$ cat src/rtl/hazard_ctrl_unit.sv
// Pipeline sequencing and hazard controller for the 5-stage core: stage enables/flushes,
// EX operand forwarding selects and saturating performance counters.
module hazard_ctrl_unit #(
  parameter int unsigned REG_AW   = 5,
  parameter int unsigned LOAD_LAT = 1,
  parameter int unsigned CNT_W    = 32
) (
  input  logic              clk,
  input  logic              reset,
  input  logic [REG_AW-1:0] id_rs,
  input  logic [REG_AW-1:0] id_rt,
  input  logic              id_uses_rs,
  input  logic              id_uses_rt,
  input  logic              id_jump,
  input  logic [REG_AW-1:0] ex_rs,
  input  logic [REG_AW-1:0] ex_rt,
  input  logic              ex_mem_read,
  input  logic [REG_AW-1:0] ex_dest,
  input  logic              ex_branch_taken,
  input  logic              mem_reg_write,
  input  logic [REG_AW-1:0] mem_dest,
  input  logic              wb_reg_write,
  input  logic [REG_AW-1:0] wb_dest,
  input  logic              mem_busy,
  input  logic              cnt_clear,
  output logic              pc_enable,
  output logic              if_id_enable,
  output logic              id_ex_enable,
  output logic              ex_mem_enable,
  output logic              mem_wb_enable,
  output logic              if_id_flush,
  output logic              id_ex_flush,
  output logic [1:0]        fwd_a,
  output logic [1:0]        fwd_b,
  output logic [1:0]        busy_state,
  output logic [CNT_W-1:0]  cycle_cnt,
  output logic [CNT_W-1:0]  stall_cnt,
  output logic [CNT_W-1:0]  flush_cnt
);

  localparam int unsigned SC_W = 4;

  typedef enum logic [1:0] {
    ST_RUN        = 2'b00,
    ST_LOAD_STALL = 2'b01,
    ST_MEM_WAIT   = 2'b10
  } state_e;

  state_e            state_q, state_d;
  state_e            saved_q, saved_d;
  state_e            eff_state;
  logic [SC_W-1:0]   stall_q, stall_d;
  logic [CNT_W-1:0]  cycle_q, cycle_d;
  logic [CNT_W-1:0]  stl_q, stl_d;
  logic [CNT_W-1:0]  fls_q, fls_d;
  logic              load_use;

  always_comb begin
    load_use = ex_mem_read && (ex_dest != '0) &&
               ((id_uses_rs && (id_rs == ex_dest)) || (id_uses_rt && (id_rt == ex_dest)));
  end

  // EX/MEM result wins over MEM/WB; register 0 is never forwarded
  always_comb begin
    fwd_a = 2'b00;
    fwd_b = 2'b00;
    if (!reset) begin
      if (mem_reg_write && (mem_dest != '0) && (mem_dest == ex_rs)) fwd_a = 2'b10;
      else if (wb_reg_write && (wb_dest != '0) && (wb_dest == ex_rs)) fwd_a = 2'b01;
      if (mem_reg_write && (mem_dest != '0) && (mem_dest == ex_rt)) fwd_b = 2'b10;
      else if (wb_reg_write && (wb_dest != '0) && (wb_dest == ex_rt)) fwd_b = 2'b01;
    end
  end

  // Sequencing: MEM_WAIT resumes whatever state was interrupted, so decode against that
  always_comb begin
    state_d       = state_q;
    saved_d       = saved_q;
    stall_d       = stall_q;
    pc_enable     = 1'b1;
    if_id_enable  = 1'b1;
    id_ex_enable  = 1'b1;
    ex_mem_enable = 1'b1;
    mem_wb_enable = 1'b1;
    if_id_flush   = 1'b0;
    id_ex_flush   = 1'b0;
    eff_state     = (state_q == ST_MEM_WAIT) ? saved_q : state_q;

    if (reset) begin
      pc_enable     = 1'b0;
      if_id_enable  = 1'b0;
      id_ex_enable  = 1'b0;
      ex_mem_enable = 1'b0;
      mem_wb_enable = 1'b0;
      if_id_flush   = 1'b1;
      id_ex_flush   = 1'b1;
      state_d       = ST_RUN;
      saved_d       = ST_RUN;
      stall_d       = '0;
    end else if (mem_busy) begin
      pc_enable     = 1'b0;
      if_id_enable  = 1'b0;
      id_ex_enable  = 1'b0;
      ex_mem_enable = 1'b0;
      mem_wb_enable = 1'b0;
      state_d       = ST_MEM_WAIT;
      if (state_q != ST_MEM_WAIT) saved_d = state_q;
    end else if (ex_branch_taken) begin
      if_id_flush = 1'b1;
      id_ex_flush = 1'b1;
      state_d     = ST_RUN;
      stall_d     = '0;
    end else if ((eff_state == ST_LOAD_STALL) || load_use) begin
      pc_enable    = 1'b0;
      if_id_enable = 1'b0;
      id_ex_flush  = 1'b1;
      if (eff_state == ST_LOAD_STALL) begin
        stall_d = stall_q - SC_W'(1);
        state_d = (stall_q == SC_W'(1)) ? ST_RUN : ST_LOAD_STALL;
      end else if (LOAD_LAT > 1) begin
        stall_d = SC_W'(LOAD_LAT - 1);
        state_d = ST_LOAD_STALL;
      end else begin
        state_d = ST_RUN;
      end
    end else if (id_jump) begin
      if_id_flush = 1'b1;
      state_d     = ST_RUN;
    end else begin
      state_d = ST_RUN;
    end
  end

  // Saturating counters; clear beats increment
  always_comb begin
    cycle_d = cycle_q;
    stl_d   = stl_q;
    fls_d   = fls_q;
    if (reset || cnt_clear) begin
      cycle_d = '0;
      stl_d   = '0;
      fls_d   = '0;
    end else begin
      if (cycle_q != '1) cycle_d = cycle_q + CNT_W'(1);
      if (!pc_enable && (stl_q != '1)) stl_d = stl_q + CNT_W'(1);
      if (if_id_flush && (fls_q != '1)) fls_d = fls_q + CNT_W'(1);
    end
  end

  always_ff @(posedge clk) begin
    state_q <= state_d;
    saved_q <= saved_d;
    stall_q <= stall_d;
    cycle_q <= cycle_d;
    stl_q   <= stl_d;
    fls_q   <= fls_d;
  end

  assign busy_state = state_q;
  assign cycle_cnt  = cycle_q;
  assign stall_cnt  = stl_q;
  assign flush_cnt  = fls_q;

endmodule

$ cat config.mk
export PLATFORM = sky130hd
export DESIGN_NAME = hazard_ctrl_unit
export DESIGN_NICKNAME = d
export VERILOG_FILES = /design/src/rtl/hazard_ctrl_unit.sv
export SDC_FILE = /design/constraint.sdc
export NUM_CORES = 1
export LEC_CHECK = 0
export ABC_AREA = 0
export BUFFER_PORTS_ARGS = -buffer_cell sky130_fd_sc_hd__buf_2
export CORE_ASPECT_RATIO = 0.75
export CORE_MARGIN = 3
export CORE_UTILIZATION = 45
export CTS_CLUSTER_SIZE = 24
export DETAILED_ROUTE_END_ITERATION = 10
export HOLD_SLACK_MARGIN = 0.05
export PLACE_DENSITY = 0.7
export SYNTH_ARGS = -nofsm -noshare
export SYNTH_HDL_FRONTEND = slang
export SYNTH_SLANG_ARGS = --single-unit
$ cat constraint.sdc
create_clock -name clk -period 2.9 [get_ports clk]
set_input_delay 0.58 -clock clk [delete_from_list [all_inputs] [get_ports clk]]
set_output_delay 0.58 -clock clk [all_outputs]
set_load 0.05 [all_outputs]
==> run_results.csv <==
group,metric,value,unit
finish,final_common_cell,"buf_2",
routing,vias,5869,
finish,instances_no_fill,1004,
floorplanning,die_w,135.6,µm
sta,fin_crit,2842,ps
clock_network,cts_sinks,104,
worst_setup_path,cpLargestDelayFamily,"compound AO/OA/AOI/OAI gates",
synth,ys.flop_type,"dfxtp_1",
placement,port_buffers,154,
floorplanning,core_area,11950,µm²
clock_network,clk_pin_slew_worst_paths,70,ps
power,ir_drop,0.0002897,V
synth,syn-cell-area,5672,µm²
worst_setup_path,cp.required,2320,ps
clock_network,cts_inserted_buffers,9,
sta,setup_ws,57.72,ps
routing,wl_per_cell,15.83,µm
worst_setup_path,endpoint_kind,"primary output",
clock_network,ctsHoldBuffers,0,
synth,synth-seq-cells,104,
placement,dp.cells,993,
worst_setup_path,crit_buf_inv,3,
worst_setup_path,crit_arrival,2260,ps
finish,final_nets,893,
worst_setup_path,r2r_cells,8,
floorplanning,boundaryPins,155,
synth,synth_cell_types,50,
routing,drt_iter0_drc,500,
clock_network,clockBufferDepth,2,
sta,finalSetupViolCount,0,
run_status,status,"completed",
sta,worst_pin_slew,659.6,ps
sta,maxSlewViolCount,0,
routing,viasPerCell,5.846,
placement,gp_congestion,0.8508,
synth,synth-edff-count,0,
synth,ys_seq_area_share,36.71,%
sta,skew,9.128,ps
clock_network,cts_max_level,3,
floorplanning,initial_core_util,47.45,%
clock_network,clock-root-buffer,"clkbuf_16",
routing,dr.pass1.iters,5,
finish,final_cell_mix,"buf_2, dfxtp_1, a21oi_1, o21ai_0, nand4_1",
grt,antenna_found_initial,0,
routing,ant_nets,0,
synth,ys_async_sr_fraction,0,%
hold_path,holdPathStages,2,
routing,wirelength,15.89,mm
worst_setup_path,worst_path_max_delay_cell,"or4_1",
synth,yosysWarnings,0,
power,powerDensity,400.2,nW/µm²
sta,max_slew_margin,55.56,%
synth,synth_area_per_cell,8.045,µm²
clock_network,cts_tree,"done",
finish,fill_cells,1103,
placement,dp_slack,79.15,ps
grt,grt_max_degree,63,
power,cellLeakagePower,0.002591,µW
worst_setup_path,path_cells,"buf_2 -> or4_1 -> o21a_1 -> o32ai_2 -> a21oi_4 -> inv_1 -> buf_2",
synth,netlist_instances,705,
routing,route.detailed.drc,0,
clock_network,post_cts_buffers,0,
sta,hold_ws,498.8,ps
grt,grt-ovfl-total,0,
worst_setup_path,critical_path.most_common_cell,"buf_2",
finish,area_growth,21.49,%
sta,period_share,98.01,%
placement,dp_hpwl,11.29,mm
floorplanning,row_count,34,
sta,hold_viol,0,
worst_setup_path,crit_type,"input pin to primary output",
floorplanning,die_y,103.2,µm
worst_setup_path,cp_slowest_stage_delay,520,ps
run,cap_viol_max_count,0,
sta,rsz0062_at_grt,"no",
floorplanning,dieArea,14000,µm²
clock_network,clk_latency,350,ps
hold_path,hold_class,"register to register",
sta,fmax,0.3518,GHz
worst_setup_path,crit_fanout,4,
grt,grt_usage,21.85,%
grt,grt_pass1_wl,25.41,mm
finish,antenna_cells,0,
synth,synth_nets,756,
worst_setup_path,cp.depth,7,
worst_setup_path,start_kind,"input pin",
finish,layout-drive-gt1-share,23.04,%
grt,grt_pass1_vias,5229,
==> synth_stat cells (all sizes together) (2+ instances only) <==
library cell  count  area [µm²]
a21oi            64       324.1
and2             14       87.59
and3             22       137.6
and4             13       113.9
buf              13       75.07
clkbuf           32       120.1
dfxtp           104        2082
ha                5       62.56
inv               8       30.03
mux2i             7       70.07
nand2            38       142.6
nand2b            2       12.51
nand3            33       165.2
nand4            52       325.3
nand4b            2       17.52
nor2             42       157.7
nor2b             2       12.51
nor3             15       75.07
nor3b             4       30.03
nor4             16       100.1
nor4b             4       35.03
o211ai            3       22.52
o21a              2       15.01
o21ai            53       265.3
o311ai            3       26.28
o31ai            13       97.59
o41ai             3       26.28
or2               3       18.77
or3              51       319.1
or4              16       120.1
xnor2            35       306.5
xor2             19       166.4
==> worst reg2reg max path: stages (launching register included) <==
cell and delay [ps]:
dfxtp_1 340, ha_1 220, and2_1 170, and3_1 170, nand3_1 270, buf_4 220
nand4_1 170, or4_1 510, a21oi_1 150
==> layout make-up <==
class | count | area, µm² | share of cell area, %
clock buffers | 9 | 225.2 | 3.269
clock inverters | 2 | 12.51 | 0.1816
inverters | 8 | 30.03 | 0.4358
multi-input cells | 548 | 3413 | 49.54
flip-flops and latches | 104 | 2083 | 30.23
well taps | 162 | 202.7 | 2.942
repair buffers | 171 | 923.4 | 13.40
==> cells by family (layout without fill, tap and decap cells) <==
kind of cell | count (synthesis) | in the layout | synth area share, %
compound gates | 150 | 150 | 15.16
xor+xnor | 54 | 54 | 8.339
fa+ha+maj | 5 | 5 | 1.103
buf+inv | 53 | 190 | 3.971
flops | 104 | 104 | 36.71
mux | 7 | 7 | 1.235
simple gates | 332 | 332 | 33.49
==> power by group <==
group	internal, µW	switching [µW]	total, µW
Combinational	88.3	170	259
Clock	557	504	1060
Sequential	1430	6.12	1440
==> final timing paths <==
check	from	slack (ps)	endpoint
max	ex_dest[1]	60	if_id_flush
min	flush_cnt[17]	500	flush_cnt[17]
max reg2reg	stall_cnt[0]	610	stall_cnt[22]
min reg2reg	flush_cnt[17]	500	flush_cnt[17]
==> layer usage <==
layer | vias to the layer above | global-route usage (%) | routed length, µm
li1 | 2900 | - | -
met1 | 2755 | 30.74 | 7509
met2 | 192 | 34.67 | 7049
met3 | 22 | 4.545 | 1110
met4 | 0 | 5.422 | 220
met5 | - | 0 | 0
==> registers in the layout, indices dropped and copies added, names as in the netlist <==
signal      cells
busy_state      2
stall_cnt      32
stall_q         4
flush_cnt      32
saved_q         2
cycle_cnt      32
==> repair_timing <==
| item | in CTS | in global routing |
|---|---|---|
| endpoints found under the setup margin | 0 | 1 |
| endpoints found under the hold margin | 0 | 0 |
| resized for setup | 0 | 1 |
==> metrics by stage <==
step	util, %	cell area [µm²]	setup TNS, ps	power (µW)
2_1_floorplan	-	5689	-520.5	1636
3_5_place_dp	55.62	6649	0	1728
5_1_grt	57.64	6890	0	2866
6_report	57.64	6890	0	2757
4_1_cts	57.61	6887	0	2786
3_3_place_gp	55.62	6649	0	1721
Power figures use the tool's default switching activity.
